[src/rtl/core_io_pkg.sv]
// core_io_pkg: shared widths and pointer-width helper for core_io_ctrl
package core_io_pkg;
  localparam int IO_BYTE_W = 8;
  localparam int IO_WORD_W = 32;
  localparam int IO_WORD_BYTES = 4;
  function automatic int clog2(input int v);
    int r;
    r = 0;
    while ((1 << r) < v) r++;
    return r;
  endfunction
endpackage

[src/rtl/io_byte_fifo.sv]
// io_byte_fifo: byte FIFO (clk, rst, push/din, pop of POP_N bytes, count, full, peek of PEEK_N oldest bytes)
module io_byte_fifo
  import core_io_pkg::*;
#(
  parameter int DEPTH  = 16,
  parameter int POP_N  = 1,
  parameter int PEEK_N = IO_WORD_BYTES
) (
  input  logic                        clk,
  input  logic                        rst,
  input  logic                        push,
  input  logic [IO_BYTE_W-1:0]        din,
  input  logic                        pop,
  output logic [clog2(DEPTH):0]       count,
  output logic                        full,
  output logic [IO_BYTE_W*PEEK_N-1:0] peek
);
  localparam int AW = clog2(DEPTH);
  localparam int PW = AW + 1;
  logic [AW:0] wr_q, wr_d, rd_q, rd_d;
  logic [IO_BYTE_W-1:0] mem_q [DEPTH];
  always_comb begin
    wr_d = wr_q + PW'(push);
    rd_d = rd_q + (pop ? PW'(POP_N) : '0);
  end
  always_ff @(posedge clk or posedge rst)
    if (rst) begin
      wr_q <= '0;
      rd_q <= '0;
    end else begin
      wr_q <= wr_d;
      rd_q <= rd_d;
    end
  always_ff @(posedge clk)
    if (push) mem_q[wr_q[AW-1:0]] <= din;
  assign count = wr_q - rd_q;
  assign full = (wr_q[AW] != rd_q[AW]) && (wr_q[AW-1:0] == rd_q[AW-1:0]);
  for (genvar i = 0; i < PEEK_N; i++) begin : g_peek
    assign peek[IO_BYTE_W*i +: IO_BYTE_W] = mem_q[rd_q[AW-1:0] + AW'(i)];
  end
endmodule

[src/rtl/core_io_ctrl.sv]
// core_io_ctrl: core out/in port to UART byte TX/RX bridge via two FIFOs with stalls, sticky rx_overflow, tx_count; CORE_IO_WORD_IN_EN makes in reads 4-byte little-endian words
module core_io_ctrl
  import core_io_pkg::*;
#(
  parameter int TX_DEPTH = 16,
  parameter int RX_DEPTH = 16
) (
  input  logic                 clk,
  input  logic                 rst,
  input  logic                 out_issued,
  input  logic [IO_WORD_W-1:0] out_data,
  output logic                 out_stall,
  input  logic                 in_issued,
  output logic [IO_WORD_W-1:0] in_data,
  output logic                 in_stall,
  output logic [IO_BYTE_W-1:0] tx_data,
  output logic                 tx_valid,
  input  logic                 tx_ready,
  input  logic [IO_BYTE_W-1:0] rx_data,
  input  logic                 rx_valid,
  output logic                 rx_overflow,
  output logic [IO_WORD_W-1:0] tx_count
);
`ifdef CORE_IO_WORD_IN_EN
  localparam int N = IO_WORD_BYTES;
`else
  localparam int N = 1;
`endif
  localparam int TW = clog2(TX_DEPTH);
  localparam int RW = clog2(RX_DEPTH);
  logic tx_full, rx_full, tx_push, tx_pop, rx_push, in_pop, rx_overflow_d, rx_overflow_q;
  logic [TW:0] tx_cnt;
  logic [RW:0] rx_cnt;
  logic [IO_BYTE_W-1:0] tx_head;
  logic [IO_BYTE_W*N-1:0] rx_peek;
  logic [IO_WORD_W-1:0] tx_count_d, tx_count_q;
  io_byte_fifo #(.DEPTH(TX_DEPTH), .POP_N(1), .PEEK_N(1)) u_tx (
    .clk(clk), .rst(rst), .push(tx_push), .din(out_data[IO_BYTE_W-1:0]), .pop(tx_pop),
    .count(tx_cnt), .full(tx_full), .peek(tx_head)
  );
  io_byte_fifo #(.DEPTH(RX_DEPTH), .POP_N(N), .PEEK_N(N)) u_rx (
    .clk(clk), .rst(rst), .push(rx_push), .din(rx_data), .pop(in_pop),
    .count(rx_cnt), .full(rx_full), .peek(rx_peek)
  );
  always_comb begin
    out_stall = tx_full;
    tx_push = out_issued && !tx_full;
    tx_valid = tx_cnt != '0;
    tx_pop = tx_valid && tx_ready;
    tx_data = tx_valid ? tx_head : '0;
    in_stall = rx_cnt < (RW+1)'(N);
    in_pop = in_issued && !in_stall;
    in_data = in_pop ? IO_WORD_W'(rx_peek) : '0;
    rx_push = rx_valid && (!rx_full || in_pop);
    rx_overflow_d = rx_overflow_q || (rx_valid && rx_full && !in_pop);
    tx_count_d = tx_count_q + IO_WORD_W'(tx_pop);
  end
  always_ff @(posedge clk or posedge rst)
    if (rst) begin
      rx_overflow_q <= 1'b0;
      tx_count_q <= '0;
    end else begin
      rx_overflow_q <= rx_overflow_d;
      tx_count_q <= tx_count_d;
    end
  assign rx_overflow = rx_overflow_q;
  assign tx_count = tx_count_q;
endmodule

[config.mk]
export PLATFORM = sky130hd
export DESIGN_NAME = core_io_ctrl
export DESIGN_NICKNAME = d
export VERILOG_FILES = /design/src/rtl/core_io_pkg.sv /design/src/rtl/io_byte_fifo.sv /design/src/rtl/core_io_ctrl.sv
export SDC_FILE = /design/constraint.sdc
export NUM_CORES = 1
export LEC_CHECK = 0
export ABC_AREA = 0
export CAP_MARGIN = 20
export CORE_MARGIN = 2
export CORE_UTILIZATION = 55
export CTS_CLUSTER_DIAMETER = 50
export DETAILED_ROUTE_END_ITERATION = 7
export PLACE_DENSITY = 0.87
export SLEW_MARGIN = 10
export SYNTH_ARGS = -nofsm -noshare
export SYNTH_HDL_FRONTEND = slang
export SYNTH_SLANG_ARGS = --single-unit
[constraint.sdc]
create_clock -name clk -period 3.9 [get_ports clk]
set_input_delay 0.78 -clock clk [delete_from_list [all_inputs] [get_ports clk]]
set_output_delay 0.78 -clock clk [all_outputs]
set_load 0.005 [all_outputs]
## Word-level counts from Yosys, hierarchy flattened

Memory sizes are Yosys's and may differ from the RTL's.
Index checks and enable logic that the tools add are counted.

| storage, ports and cells | value |
|---|---|
| bits in registers | 53 |
| RAM bits | 256 |
| input port bits | 46 |
| output and inout port bits | 76 |
| logic and storage cells | 43 |
| memories | 2 |

| cells by class | value |
|---|---|
| add/sub/neg operators | 7 |
| order comparisons | 1 |
| eq/ne operators | 4 |
| mux-type cells | 8 |
| reductions and logical operators | 15 |

Memory list:

| memory | depth | bits a word | rd ports | clocked after memory_dff | write ports | line | RTL |
|---|---|---|---|---|---|---|---|
| u_rx.mem_q | 16 | 8 | 1 | 0 | 1 | io_byte_fifo.sv:21 | `logic [IO_BYTE_W-1:0] mem_q [DEPTH];` |
| u_tx.mem_q | 16 | 8 | 1 | 0 | 1 | io_byte_fifo.sv:21 |  |

Operators with widths:

| operator | number |
|---|---|
| 32-bit by 1-bit adder with 32-bit output | 1 |
| 8-bit two-way mux | 2 |
| 5-bit by 1-bit adder with 5-bit output | 2 |
| 5-bit adder | 2 |
| 5-bit subtractor | 2 |
| 4-bit equality test | 2 |
| 1-bit logical AND | 8 |
| 1-bit two-way mux | 6 |
| 5-bit by 1-bit less-than comparator with 1-bit output, second input constant | 1 |
| 5-bit nonzero test | 1 |
| 1-bit zero test | 4 |
| 1-bit logical OR | 2 |
| 1-bit inequality test | 2 |

## Depth between registers and ports, before layout

| logic depth | value |
|---|---|
| depth after elaboration | 8 |
| gate-level depth with buffers | 14 |

## Cells and area by module

Synthesis repeated with hierarchy kept, for this count alone.

| second synthesis, totals | value |
|---|---|
| cells, all modules | 748 |
| area, all modules | 13110.1 um^2 |

By module, submodules not included:

| module | times used | cells each | area an instance (um^2) | seq. area each (um^2) |
|---|---|---|---|---|
| io_byte_fifo | 2 | 285 | 5636.7 | 4093.9 |
| core_io_ctrl | 1 | 178 | 1836.8 | 825.8 |

## Least setup slack after synthesis

OpenSTA, ideal clock, no wires.

| path | value |
|---|---|
| kind | reg-to-reg |
| from | reg u_tx.rd_q[1] |
| to | reg tx_count_q[12], in the netlist tx_count[12] |
| arrival | 3.174 ns |
| data required time | 3.768 ns |
| slack | 0.594 ns |
| stages on the path, launching flop included | 15 |
| buffers on the path | 2 |
| clock period less this slack | 3.306 ns |
| cell sequence | dfrtp_1 -> buf_2 -> buf_1 -> clkinv_1 -> ha_1 -> nand3b_1 -> a211o_1 -> a311oi_2 -> nor2b_1 -> ha_1 -> ha_1 -> inv_1 -> or2_2 -> nor3_1 -> xor2_1 |

| on the way | value |
|---|---|
| cells in the longest elaborated chain, start to end | 4 |

Ends and longest elaborated chain:

| item | line | RTL |
|---|---|---|
| from (decl) | io_byte_fifo.sv:20 | `logic [AW:0] wr_q, wr_d, rd_q, rd_d;` |
| from (signal assigned) | io_byte_fifo.sv:32 | `rd_q <= rd_d;` |
| 5-bit subtractor | io_byte_fifo.sv:36 | `assign count = wr_q - rd_q;` |
| 5-bit nonzero test | core_io_ctrl.sv:48 | `tx_valid = tx_cnt != '0;` |
| 1-bit logical AND | core_io_ctrl.sv:49 | `tx_pop = tx_valid && tx_ready;` |
| 32-bit by 1-bit adder with 32-bit output | core_io_ctrl.sv:56 | `tx_count_d = tx_count_q + IO_WORD_W'(tx_pop);` |
| via tx_count_d[12] | core_io_ctrl.sv:36 | `logic [IO_WORD_W-1:0] tx_count_d, tx_count_q;` |
| to (signal assigned) | core_io_ctrl.sv:64 | `tx_count_q <= tx_count_d;` |
| to (decl) | core_io_ctrl.sv:36 |  |

The timed path passes the listed nets, and every way through them passes these cells.

## Final worst setup path

| path | value |
|---|---|
| from | reg u_rx.rd_q[0] |
| to | out in_data[6] |

| on the way | value |
|---|---|
| cells in the longest elaborated chain, start to end | 5 |

Ends and longest elaborated chain:

| item | line | RTL |
|---|---|---|
| from (decl) | io_byte_fifo.sv:20 |  |
| from (signal assigned) | io_byte_fifo.sv:32 |  |
| 5-bit subtractor | io_byte_fifo.sv:36 |  |
| 5-bit by 1-bit less-than comparator with 1-bit output | core_io_ctrl.sv:51 | `in_stall = rx_cnt < (RW+1)'(N);` |
| 1-bit zero test | core_io_ctrl.sv:52 | `in_pop = in_issued && !in_stall;` |
| 1-bit logical AND | core_io_ctrl.sv:52 |  |
| 8-bit two-way mux (*) | core_io_ctrl.sv:53 | `in_data = in_pop ? IO_WORD_W'(rx_peek) : '0;` |
| to (decl) | core_io_ctrl.sv:14 | `output logic [IO_WORD_W-1:0] in_data,` |

Mark *: on every way between the ends. The rest lies on a longest branch, timed or not.

==> key figures <==
Outcome
  • Status: complete, but fails checks
  • Failing checks: negative setup slack

Global routing
  • GR Util met3: 3.778%
  • M1 GR Usage: 29.79%
  • Vias in the first global route: 7148
  • Met2 usage: 36.58%
  • Antenna violations before repair: 0
  • Gr usage total: 22.01%
  • Global routing's busiest layer: met2
  • GRT Residual Overflow: 0
  • Largest net degree at the start of global routing: 34
  • First-pass GRT wire length: 40680 um

Die
  • Die Area: 0.02485 mm2
  • # IOs: between 100 and 150
  • CORE AREA: 0.02333 mm2
  • Die W: 157.6 um
  • Row Count: 56
  • Vert. Die Dim: roughly 160 um
  • Starting Density: 55.65%

Synthesis
  • Synth Area per Inst: between 15 and 20 um2
  • Synth warnings: 0
  • EDFF count, synth: 256
  • #FFs+latches synth: about 300
  • Top FF cell, synth: edfxtp_1
  • Leading area contributor after synthesis: edfxtp_1
  • Count of different cell masters after synthesis: 50
  • Sequential area share after synthesis: 69.42%
  • Yosys top cell area share: 59.21%
  • Synthesized area: approximately 0.013 mm2
  • Top cells by area, synth: edfxtp_1 (59%), dfrtp_1 (10%), mux4_2 (9.4%)
  • Async SR Flop Fraction: approximately 17%
  • Synth Instances: 747

Final layout
  • Layout cells sized above 1: 20.87%
  • P&R area growth vs syn: 19.96%
  • Fillers: ~1500
  • Commonest non-fill, non-tap cells in the layout: edfxtp_1 (256), clkdlybuf4s50_1 (65), mux4_2 (54)
  • Post-Layout Cell Count: 1215
  • Multi-input gate area: 0.003826 mm2
  • Commonest non-fill, non-tap cell in the layout: edfxtp_1
  • Design area: 0.01557 mm2
  • Nets: 935
  • Register area: between 0.009 and 0.01 mm2
  • Final core occ: 66.75%
  • Diode count: 0

Power
  • Total power: 11.94 mW
  • PwrDens: 766.5 mW/mm2
  • P_leak: between 5 and 6 nW
  • Peak VDD IR: 0.0007221 V

Timing
  • Skew final: 0.02395 ns
  • Minimum clock period: 3.925 ns
  • Final TNS setup: -0.02499 ns
  • Endpoints failing setup: 1
  • Period utilization: 100.6%
  • Unrepaired setup endpoints after global routing: yes
  • Worst Max-Slew Pin Slew: 0.9236 ns
  • Setup WS post-layout: -0.02499 ns
  • Fin. Hold Viols: 0
  • Hold_ws: ~0.48 ns
  • Rel. slew slack: 38.20%
  • Max Freq: 254.8 MHz
  • Slew Limit Fails: 0

Worst setup path
  • Worst Setup End Kind: primary output
  • Crit path buf inv count: 1
  • RR Endpoint: tx_count[26]$_DFF_PP0_
  • Delay-heaviest family, CP: compound AO/OA/AOI/OAI gates
  • Crit. path cell count: 7
  • Worst Setup EP: in_data[6]
  • R2R Setup Slk: 0.57 ns
  • Setup CP Type: reg2out
  • Worst path slowest cell: clkdlybuf4s50_1
  • Critical path origin: u_rx.rd_q[0]$_DFF_PP0_
  • Critical Path Fanout Max: 9
  • Worst Setup Start Kind: flip-flop
  • CP max stage delay: 0.57 ns
  • Worst Path Arrival: 3.14 ns
  • Worst Reg-to-Reg Cells: 13
  • Worst reg2reg path startpoint: u_tx.wr_q[3]$_DFF_PP0_
  • Worst EP required: 3.12 ns
  • CP cell instances: ha_1 -> fa_2 -> nand2b_1 -> a21oi_4 -> xnor2_4 -> a2111oi_2 -> clkdlybuf4s50_1

CTS
  • Worst-path clk slew: around 0.07 ns
  • Max H-tree Level: 2
  • CTS Hold Bufs: 0
  • CTS buffer count: 34
  • Clk buf depth: 3
  • CTS tree: built
  • Clk sinks: between 300 and 400
  • Clock Latency Late Sink: around 0.53 ns
  • Root buf cell: clkbuf_16

Route
  • DRC Markers: 0
  • Routed WL: 26790 um
  • Avg WL per Cell: 22.05 um
  • Pre-antenna DRT Iters: 5
  • Final ANT Viol Nets: 0
  • DR iter-0 viols: about 770
  • Drt via density: 5.877
  • Vias: 7141

Place
  • Gpl congestion: 0.8557
  • Placed Cells: 1142
  • Post-DP HPWL: about 17000 um
  • Place WS: roughly 0.23 ns
  • DP Area: 0.01408 mm2
  • IO Port Bufs: 73

Flow run
  • Max cap viols: 0

Worst hold path
  • Worst min-delay path category: reg2reg
## cell type report
cell class                      instances  area share (%)
Clock inverter                         20           1.679
Inverter                               20          0.4820
Sequential cell                       309           57.91
Timing Repair Buffer                  117           6.949
Multi-Input combinational cell        388           24.57
Clock buffer                           42           5.856
Tap cell                              319           2.563
## layer usage
layer | wire length, um | part of all wire (%)
met1 | 10570 | 39
met2 | 13360 | 50
met4 | 801 | 3.0
met5 | 0 | 0
met3 | 2057 | 7.7
## cell families after synthesis
group / Yosys count / share of synthesized area, %
flip-flops: 309 / 69.42
AND/OR/NAND/NOR: 186 / 7.439
buffers and inverters: 74 / 3.546
XOR/XNOR: 48 / 3.238
adder cells (fa/ha/maj): 19 / 1.889
other: 1 / 0.02888
multiplexers: 72 / 12.01
AO/OA/AOI/OAI: 38 / 2.428
## sequential cells by signal, summed over array words and instances, names as in the netlist
name / flops
u_tx.rd_q: 5
u_tx.wr_q: 5
u_tx.mem_q: 128
u_rx.mem_q: 128
u_rx.wr_q: 5
tx_count: 32
u_rx.rd_q: 5
rx_overflow: 1
## repair_timing
item / 4_1_cts / 5_1_grt
gates cloned: 1 / 0
setup buffers: 2 / 8
gates resized for setup: 21 / 26
setup endpoints to repair: 17 / 16
pin swaps: 5 / 9
## report_power, final
part / switching (mW) / internal, mW / leakage [nW]
clock: 1.33 / 1.97 / 0.572
sequential: 0.251 / 4.06 / 2.99
combinational: 2.31 / 2.01 / 2.06
## Yosys cell counts (3+ instances only)
| cell | n |
|---|---|
| edfxtp_1 | 256 |
| mux4_2 | 54 |
| dfrtp_1 | 53 |
| nand2_1 | 49 |
| xnor2_1 | 35 |
| nor2_1 | 30 |
| nor3_1 | 26 |
| buf_4 | 25 |
| nand3_1 | 24 |
| and3_1 | 21 |
| ha_1 | 18 |
| inv_1 | 17 |
| xor2_1 | 13 |
| clkbuf_1 | 12 |
| mux4_1 | 10 |
| a21oi_1 | 9 |
| nand4_1 | 9 |
| a2111oi_0 | 8 |
| buf_2 | 8 |
| mux2i_1 | 8 |
| a2111oi_1 | 6 |
| and2_1 | 4 |
| and4_1 | 4 |
| buf_6 | 4 |
| buf_12 | 3 |
| nand2b_1 | 3 |
| nor2b_1 | 3 |
## worst min path at each step
| stage | endpoint | slack [ns] | from | depth (start not counted) |
|---|---|---|---|---|
| after floorplan | rx_overflow$_DFF_PP0_ | 0.46 | rx_overflow$_DFF_PP0_ | 2 |
| after global placement | tx_count[31]$_DFF_PP0_ | 0.46 | tx_count[31]$_DFF_PP0_ | 1 |
| after detailed placement | tx_count[31]$_DFF_PP0_ | 0.47 | tx_count[31]$_DFF_PP0_ | 1 |
| after CTS | tx_count[31]$_DFF_PP0_ | 0.48 | tx_count[31]$_DFF_PP0_ | 1 |
| after global routing | tx_count[31]$_DFF_PP0_ | 0.49 | tx_count[31]$_DFF_PP0_ | 1 |
| final | tx_count[31]$_DFF_PP0_ | 0.48 | tx_count[31]$_DFF_PP0_ | 1 |
Power figures use the tool's default switching activity.
